<file path="src/rtl/rc_adder.sv">
// Registered ripple-carry adder: WIDTH full-adder cells chained LSB to MSB, one-cycle latency.
// Optional two's-complement overflow output enabled by defining RC_ADDER_OVF_EN.

module rc_adder_fa (
    input  logic i_a,
    input  logic i_b,
    input  logic i_cin,
    output logic o_sum,
    output logic o_cout
);

    assign o_sum  = i_a ^ i_b ^ i_cin;
    assign o_cout = (i_a & i_b) | (i_a & i_cin) | (i_b & i_cin);

endmodule

module rc_adder #(
    parameter int WIDTH = 4
) (
    input  logic             clk,
    input  logic             rst_n,
    input  logic [WIDTH-1:0] a,
    input  logic [WIDTH-1:0] b,
    input  logic             c,
    output logic [WIDTH-1:0] s,
`ifdef RC_ADDER_OVF_EN
    output logic             ovf,
`endif
    output logic             co
);

    // w_carry[i] is the carry into bit i; w_carry[WIDTH] is the final carry-out.
    logic [WIDTH:0]   w_carry;
    logic [WIDTH-1:0] w_sum;

    logic [WIDTH-1:0] r_s;
    logic             r_co;

    assign w_carry[0] = c;

    for (genvar i = 0; i < WIDTH; i++) begin : g_cell
        rc_adder_fa u_fa (
            .i_a    (a[i]),
            .i_b    (b[i]),
            .i_cin  (w_carry[i]),
            .o_sum  (w_sum[i]),
            .o_cout (w_carry[i+1])
        );
    end

    // No handshake: the result register loads on every edge out of reset.
    always_ff @(posedge clk or negedge rst_n) begin
        if (!rst_n) begin
            r_s  <= '0;
            r_co <= 1'b0;
        end else begin
            r_s  <= w_sum;
            r_co <= w_carry[WIDTH];
        end
    end

    assign s  = r_s;
    assign co = r_co;

`ifdef RC_ADDER_OVF_EN
    logic w_ovf;
    logic r_ovf;

    // Signed overflow: carry into the MSB disagrees with carry out of it.
    assign w_ovf = w_carry[WIDTH-1] ^ w_carry[WIDTH];

    always_ff @(posedge clk or negedge rst_n) begin
        if (!rst_n) begin
            r_ovf <= 1'b0;
        end else begin
            r_ovf <= w_ovf;
        end
    end

    assign ovf = r_ovf;
`endif

endmodule

</file>
<file path="config.mk">
export PLATFORM = sky130hd
export DESIGN_NAME = rc_adder
export DESIGN_NICKNAME = d
export VERILOG_FILES = /design/src/rtl/rc_adder.sv
export SDC_FILE = /design/constraint.sdc
export NUM_CORES = 1
export LEC_CHECK = 0
export CELL_PAD_IN_SITES_DETAIL_PLACEMENT = 1
export CELL_PAD_IN_SITES_GLOBAL_PLACEMENT = 1
export CORE_AREA = 5 5 42 44
export DETAILED_ROUTE_END_ITERATION = 10
export DIE_AREA = 0 0 47 49
export HOLD_SLACK_MARGIN = 0.15
export MAX_ROUTING_LAYER = met4
export PLACE_DENSITY_LB_ADDON = 0.1
export SYNTH_ARGS = -nofsm -noshare
export SYNTH_HDL_FRONTEND = slang
export SYNTH_HIERARCHICAL = 1
export SYNTH_SLANG_ARGS = --single-unit
</file>
<file path="constraint.sdc">
create_clock -name clk -period 0.8 [get_ports clk]
set_input_delay 0.16 -clock clk [delete_from_list [all_inputs] [get_ports clk]]
set_output_delay 0.16 -clock clk [all_outputs]
set_load 0.01 [all_outputs]
</file>
==> flow_metrics.py, run 1 <==
metrics = {
    "run_status": {
        "status": "finished with violations",
        "failed_checks": "setup timing",
    },
    "timing": {
        "whs_ns": 0.1415,
        "final_hold_viol_count": 0,
        "finalMaxSlewViolations": 0,
        "min_period_over_period_pct": 209.8,
        "relSlewSlack_pct": 85.67,
        "max_freq_mhz": 595.8,
        "setup_viol": 9,
        "worst_pin_slew_ns": 0.2143,
        "layout_min_cycle_time_ns": 1.678,
        "setup_ws_ns": -0.8785,
        "rsz0062_at_grt": "yes",
    },
    "placement": {
        "dpl.cell_count": 40,
        "pre_cts_ws_ns": -1.500,
        "finalWeightedCongestion": 0.6015,
        "port_buffers": 15,
        "place_area_um2": 382.9,
    },
    "die": {
        "fp.dieArea_um2": 2303,
        "rows": 14,
        "fp.dieH_um": 49,
        "start_util_pct": 14.64,
        "pin_count": 16,
        "core_area_um2": 1401,
        "die_w_um": 47,
    },
    "synthesis": {
        "ys_types": 2,
        "avgSynthCellArea_um2": 22.80,
        "synth_cells": 9,
        "synth_area_um2": 205.2,
        "ys_warn_count": 6,
        "ys_ff_latch": 5,
        "synth_nets": 24,
        "seq_area_frac_synth_pct": 60.98,
    },
    "clock_tree": {
        "htreeDepth": 1,
        "cts.sink_count": 5,
        "numCtsBuffers": 3,
        "clockBufferDepth": 2,
        "cts.clk_slew.worst_paths_ns": 0.04,
        "cts_tree": "built",
        "post-cts-setup-buffers": 0,
        "cts_root_buf": "clkbuf_4",
    },
    "route": {
        "ant_nets": 0,
        "wl_per_cell_um": 11.20,
        "drc": 0,
        "routed_via_density": 3.295,
        "detail_route.wirelength_um": 493,
        "first_pass_iters": 1,
        "drt_iter0_drc": 0,
        "num_vias": 145,
    },
    "finish": {
        "nets": 44,
        "finalNonFillerCells": 44,
        "syn_to_final_growth_pct": 90.85,
        "num-fill-cells": 162,
        "final_cell_mix": "dfrtp_1, clkdlybuf4s50_1, buf_6, buf_2",
        "num_antenna_cells": 0,
        "fin_util_pct": 27.95,
        "drive_above_1_share_pct": 50.00,
        "design_area_um2": 391.6,
    },
    "power": {
        "clockPowerShare_pct": 36.3,
        "ir_drop_mv": 0.4163,
        "power.switching_uw": 173.2,
        "p_leak_uw": 0.0001700,
        "sw_frac_of_total_pct": 22.79,
        "seq_power_share_pct": 40.4,
        "combPwrFrac_pct": 23.3,
        "p_int_uw": 586.5,
        "power_density_nw_per_um2": 1940,
    },
    "grt": {
        "grt_pass1_wl_um": 828,
        "grt_remaining_overflow": 0,
        "grt_pass1_vias": 203,
        "track_usage_pct": 5.835,
        "busiest_layer": "met2",
        "grt_max_degree": 6,
        "met1_usage_pct": 4.535,
        "antenna_found_initial": 0,
        "grt_util_met3_pct": 5.166,
        "met2_usage_pct": 7.692,
    },
    "worst_hold_path": {
        "hp-class": "in -> async",
    },
    "worst_setup_path": {
        "arrival_ns": 1.78,
        "cp_max_fo": 1,
        "cp.required_ns": 0.90,
        "cp-end-kind": "flop",
        "start_kind": "input pin",
        "path_class": "in -> reg",
    },
    "run": {
        "maxCapViolations": 0,
    },
}
## flip-flops by register name, summed over array words and instances (netlist names)
| signal | count |
|---|---|
| co | 1 |
| s | 4 |
## worst max-delay path: stages
cell and delay (ns):
buf_6 0.09, fa_2 0.38, fa_2 0.37, fa_2 0.34, fa_1 0.43
## metrics by stage
stage / setup TNS (ns) / power, µW
detailed placement: -6.364 / 521.9
global placement: -6.303 / 519.8
finish: -2.836 / 759.6
CTS: -2.942 / 764.1
global route: -3.030 / 807.4
floorplan: -2.893 / 361.3
## cells in the mapped netlist (all sizes together)
cell type | instances | share of area, %
dfrtp | 5 | 61
fa | 4 | 39
## power by group through the flow
stage | combinational, µW | sequential [µW] | clock (µW)
finish | 177 | 307 | 276
global route | 197 | 311 | 300
CTS | 166 | 304 | 294
detailed placement | 212 | 310 | 0
global placement | 211 | 309 | 0
floorplan | 29.1 | 332 | 0
## logic make-up (layout without fill, tap and decap cells)
family	Yosys count	count (layout)	share of synthesized area [%]
DFF	5	5	60.98
adders and majority gates	4	4	39.03
buffers and inverters	0	19	0
## layout make-up
cell class | instances | area, µm² | share of cell area, %
clock buffers | 4 | 26.28 | 6.709
flip-flops and latches | 5 | 125.1 | 31.95
well taps | 16 | 20.02 | 5.112
repair buffers | 15 | 132.6 | 33.87
multi-input cells | 4 | 87.58 | 22.36
## final timing paths
kind	from	end	slack [ns]
worst max-delay path	a[0]	s[3]	-0.88
min in group clk	c	s[0]	0.21
max in group asynchronous	rst_n	s[0]	0.48
worst min-delay path	rst_n	s[2]	0.14
## per-layer routing
layer | up-vias | share of wire, %
met5 | - | 0
met2 | 16 | 48
met4 | 0 | 0
met1 | 65 | 29
met3 | 0 | 23
li1 | 64 | -
## what timing repair did
item / CTS / global route
hold endpoints to repair: 5 / 0
gates resized for setup: 35 / 3
pin swaps: 4 / 4
setup endpoints to repair: 10 / 9
Note: power is estimated with default switching activity, not from simulation.
==> run 2: changes to the inputs <==
--- a/config.mk
+++ b/config.mk
@@ -10,6 +10,7 @@
 export CORE_AREA = 5 5 42 44
 export DETAILED_ROUTE_END_ITERATION = 10
 export DIE_AREA = 0 0 47 49
+export GPL_ROUTABILITY_DRIVEN = 0
 export HOLD_SLACK_MARGIN = 0.15
 export MAX_ROUTING_LAYER = met4
 export PLACE_DENSITY_LB_ADDON = 0.1
==> results of run 2 <==
No change in the layout: final DEF, timing and power equal those of run 1.
==> patch 1, RTL diff (settings of run 1) <==
Build with the macro `RC_ADDER_OVF_EN` defined.
--- a/src/rtl/rc_adder.sv
+++ b/src/rtl/rc_adder.sv
@@ -1,5 +1,7 @@
 // Registered ripple-carry adder: WIDTH full-adder cells chained LSB to MSB, one-cycle latency.
 // Optional two's-complement overflow output enabled by defining RC_ADDER_OVF_EN.
+
+`define RC_ADDER_OVF_EN
 
 module rc_adder_fa (
     input  logic i_a,
Check against the original RTL (old outputs only; new: ovf): equivalent (equiv_simple and equiv_induct, registers matched by name and starting in step).
==> patch 1 against run 1 <==
  * The flow still finishes with violations (negative setup slack)
  * Setup slack worse by 0.065 ns
  * Non-clock buffer count is 3 higher
  * Sequential cell count increased by 1
  * Design area grew 11%
  * Routed wire length fell by 8.7%
  * Clock power is 6% lower
  * Critical path depth grew 1
  * Fmax fell by 3.7%
  * Area after synthesis up 16%
  * First-iteration DRC count unchanged
  * Largest power group unchanged
  * Die area unchanged
  * Power is 10% higher
==> patch 1: results (changes against run 1) <==
| Metric | Value |
|---|---|
| Tightest Pin Transition | `0.2547 ns (was 0.2143 ns)` |
| Wirelength, routed | `450 µm (was 493 µm)` |
| Final clock-cell share | `0.05202 (was 0.06709)` |
| Top cells by area, synth | `dfrtp_1 (63%), fa_1 (34%), xor2_1 (3.7%) (was dfrtp_1 (61%), fa_1 (39%))` |
| Vias in the first global route | `183 (was 203)` |
| Placed Instance Area | `436.7 µm² (was 382.9 µm²)` |
| Final nets | `49 (was 44)` |
| Yosys reg bits | `6 (was 5)` |
| Critical Path AT | `1.86 ns (was 1.78 ns)` |
| Routed WL per cell | `9.375 µm (was 11.20 µm)` |
| Hold WS | `0.1594 ns (was 0.1415 ns)` |
| First-pass GRT wire length | `731 µm (was 828 µm)` |
| Worst path max stage delay | `0.38 ns (was 0.43 ns)` |
| VDD IR max | `0.4316 mV (was 0.4163 mV)` |
| Layout cells sized above 1 | `0.5625 (was 0.5000)` |
| FILL cells | `156 (was 162)` |
| Placed Cells incl. Taps | `44 (was 40)` |
| Critical path peak fanout | `2 (was 1)` |
| Data buffer area share | `0.3266 (was 0.3387)` |
| #MultiIn Comb | `5 (was 4)` |
| Post-synthesis cell type count | `3 (was 2)` |
| Largest net degree at the start of global routing | `7 (was 6)` |
| Gp weighted congestion | `0.6117 (was 0.6015)` |
| Syn_nets | `26 (was 24)` |
| Cell leakage power | `0.1919 nW (was 0.1700 nW)` |
| Met2 Usage GRT | `0.06787 (was 0.07692)` |
| Global-route track usage on met3 | `0.03690 (was 0.05166)` |
| Worst path slowest cell | `fa_2 (was fa_1)` |
| Via count | `169 (was 145)` |
| Status | `finished with violations (unchanged)` |
| Repair and plain buffers | `18 (was 15)` |
| Global Route Usage Sum | `0.04891 (was 0.05835)` |
| Clock Path Buffers | `2 (unchanged)` |
| Setup TNS | `-3.923 ns (was -2.836 ns)` |
| Mapped Cells | `11 (was 9)` |
| Sequential share of the synthesized area | `0.6283 (was 0.6098)` |
| P_int | `0.6438 mW (was 0.5865 mW)` |
| Sequential cell area share | `0.3468 (was 0.3195)` |
| Fraction of area in multi-input gates | `0.2283 (was 0.2236)` |
| Commonest cells in the netlist | `dfrtp_1 (6), fa_1 (4), xor2_1 (1) (was dfrtp_1 (5), fa_1 (4))` |
| Final number of setup-violating endpoints | `11 (was 9)` |
| Failing checks | `negative setup slack (unchanged)` |
| Min setup slack post-route | `-0.9433 ns (was -0.8785 ns)` |
==> patch 1: cell types whose count changed in the layout (fill, tap and decap cells not counted), sizes merged <==
| cell | delta |
|---|---|
| dfrtp | +1 |
| buf | +3 |
| xor2 | +1 |
| clkbuf | -1 |
| clkdlybuf4s50 | +1 |
| dlygate4sd2 | -1 |
==> patch 1: worst max path at each step <==
stage / startpoint / end / slack [ns]
5_1_grt: c / ovf / -0.99
4_1_cts: c / ovf / -0.95
3_5_place_dp: a[0] / ovf / -1.63
6_report: c / ovf / -0.94
2_1_floorplan: a[0] / ovf / -1.11
3_3_place_gp: a[0] / ovf / -1.61
==> patch 1: timing repair <==
item                       CTS  global route
resized for setup           38             1
setup buffers                1             0
gates cloned                 0             0
setup endpoints to repair   12            11
hold buffers                 0             0
pin swaps                    5             0
==> patch 1: cell families after synthesis <==
group,Yosys count,share of synthesized area
flops,6,0.6283
fa+ha+maj,4,0.3351
xor+xnor,1,0.03666
==> patch 1: stage by stage <==
stage	power (mW)	setup WS, ns	util
after CTS	0.8502	-0.9541	0.3045
after floorplan	0.4443	-1.114	-
final	0.8361	-0.9433	0.3089
after global routing	0.8995	-0.9908	0.3089
after detailed placement	0.6320	-1.631	0.3116
after global placement	0.6255	-1.606	0.3116
==> patch 1: routing by layer <==
| metal | up-vias | wire [µm] |
|---|---|---|
| li1 | 76 | - |
| met1 | 84 | 140 |
| met2 | 9 | 247 |
| met3 | 0 | 62 |
| met4 | 0 | 0 |
| met5 | - | 0 |
==> patch 1: power by group through the flow <==
stage	Clock [mW]	Sequential [mW]	Combinational, mW
finish	0.260	0.367	0.209
global route	0.294	0.372	0.234
CTS	0.275	0.366	0.209
detailed placement	0	0.373	0.259
global placement	0	0.371	0.255
floorplan	0	0.401	0.0428
==> patch 2, RTL diff (settings of run 1) <==
Made on the original files. Register the inputs `a`, `b` and `c` before use. The logic sees them one clock later.
--- a/src/rtl/rc_adder.sv
+++ b/src/rtl/rc_adder.sv
@@ -29,6 +29,16 @@
     output logic             co
 );
 
+    logic [WIDTH-1:0] a_q;
+    logic [WIDTH-1:0] b_q;
+    logic c_q;
+
+    always_ff @(posedge clk) begin
+        a_q <= a;
+        b_q <= b;
+        c_q <= c;
+    end
+
     // w_carry[i] is the carry into bit i; w_carry[WIDTH] is the final carry-out.
     logic [WIDTH:0]   w_carry;
     logic [WIDTH-1:0] w_sum;
@@ -36,12 +46,12 @@
     logic [WIDTH-1:0] r_s;
     logic             r_co;
 
-    assign w_carry[0] = c;
+    assign w_carry[0] = c_q;
 
     for (genvar i = 0; i < WIDTH; i++) begin : g_cell
         rc_adder_fa u_fa (
-            .i_a    (a[i]),
-            .i_b    (b[i]),
+            .i_a    (a_q[i]),
+            .i_b    (b_q[i]),
             .i_cin  (w_carry[i]),
             .o_sum  (w_sum[i]),
             .o_cout (w_carry[i+1])
Formal check against the unedited RTL: not equivalent (a bounded check fails within 4 cycles, from zero or initial values and one cycle with rst_n low).
==> patch 2 against run 1 <==
  * The run still ends with negative setup slack left
  * Critical path type is now reg -> reg
  * Sequential cell count increased by 9
  * Die area unchanged
  * Power increased by 86%
  * Largest cell class is now flip-flops and latches
  * Sequential power increased to 2.6 times the old value
  * Area after synthesis increased by 88%
  * Count of clock-buffer cells in the layout unchanged
  * Cell count increased by 20%
  * Design area increased by 47%
  * Routed wire length increased by 1.4%
  * Global-route usage decreased by 0.70 points
  * Setup slack got worse by 0.27 ns
  * Clock power increased by 71%
==> patch 2: results (changes against run 1) <==
| Metric | Value |
|---|---|
| Met2 wire len | `225 µm (was 236 µm)` |
| Async S/R FF share, synth | `0.3571 (was 1.000)` |
| Drt initial violations | `1 (was 0)` |
| First-pass GRT wire length | `786 µm (was 828 µm)` |
| Largest net degree at the start of global routing | `9 (was 6)` |
| Sequential share of the synthesized area | `0.7922 (was 0.6098)` |
| Commonest cells in the netlist | `dfxtp_1 (9), dfrtp_1 (5), fa_1 (4) (was dfrtp_1 (5), fa_1 (4))` |
| Tightest Pin Transition | `0.2135 ns (was 0.2143 ns)` |
| Adder-cell share of the synthesized area | `0.2078 (was 0.3902)` |
| Wirelength, routed | `500 µm (was 493 µm)` |
| Min setup slack post-route | `-1.147 ns (was -0.8785 ns)` |
| Setup WS pre-CTS | `-1.151 ns (was -1.500 ns)` |
| Met1 usage | `0.05774 (was 0.04535)` |
| Metal3 WL | `94 µm (was 111 µm)` |
| Status | `finished with violations (unchanged)` |
| Logic power comb | `0.150 mW (was 0.177 mW)` |
| Vias in the first global route | `212 (was 203)` |
| Gp weighted congestion | `0.5875 (was 0.6015)` |
| Post-CTS Resized | `21 (was 35)` |
| Critical Path AT | `2.09 ns (was 1.78 ns)` |
| VDD IR max | `1.347 mV (was 0.4163 mV)` |
| Final number of setup-violating endpoints | `10 (was 9)` |
| Final nets | `53 (was 44)` |
| Top cells by area, synth | `dfxtp_1 (47%), dfrtp_1 (32%), fa_1 (21%) (was dfrtp_1 (61%), fa_1 (39%))` |
| Syn_nets | `33 (was 24)` |
| Cell leakage power | `0.2407 nW (was 0.1700 nW)` |
| Global-route track usage on met3 | `0.03321 (was 0.05166)` |
| Seq. pwr | `0.787 mW (was 0.307 mW)` |
| Clk pin slew, worst setup/hold paths | `0.08 ns (was 0.04 ns)` |
| First-pass DRT Iterations | `2 (was 1)` |
| Failing checks | `negative setup slack (unchanged)` |
| NetSw | `0.2795 mW (was 0.1732 mW)` |
==> patch 2: changes by cell type in the layout (fill, tap and decap cells not counted), sizes merged <==
cell	before	now
dfxtp	0	9
clkdlybuf4s50	5	10
buf	8	5
dlygate4sd2	2	0
==> patch 2: area by class of cell <==
type                            instances  area [µm²]
Timing Repair Buffer                   15       125.1
Tap cell                               16       20.02
Multi-Input combinational cell          4       87.58
Fill cell                             157       825.8
Clock buffer                            4       36.28
Sequential cell                        14       306.5
==> patch 2: metrics by stage <==
stage               std cells  hold slack [ns]  instance area [µm²]
floorplan                  18          -0.1356                392.9
global placement           49           0.3909                563.0
detailed placement         49           0.3951                563.0
CTS                        53           0.1024                575.6
global route               53           0.1038                575.6
finish                     53           0.1015                575.6
==> patch 2: worst max-delay path by stage <==
stage / startpoint / end / cells after the start
floorplan: a_q[0] / s[3] / 4
detailed placement: a_q[0] / s[3] / 4
global placement: a_q[0] / s[3] / 4
CTS: a_q[0] / s[3] / 4
finish: a_q[0] / s[3] / 4
global route: a_q[0] / s[3] / 4
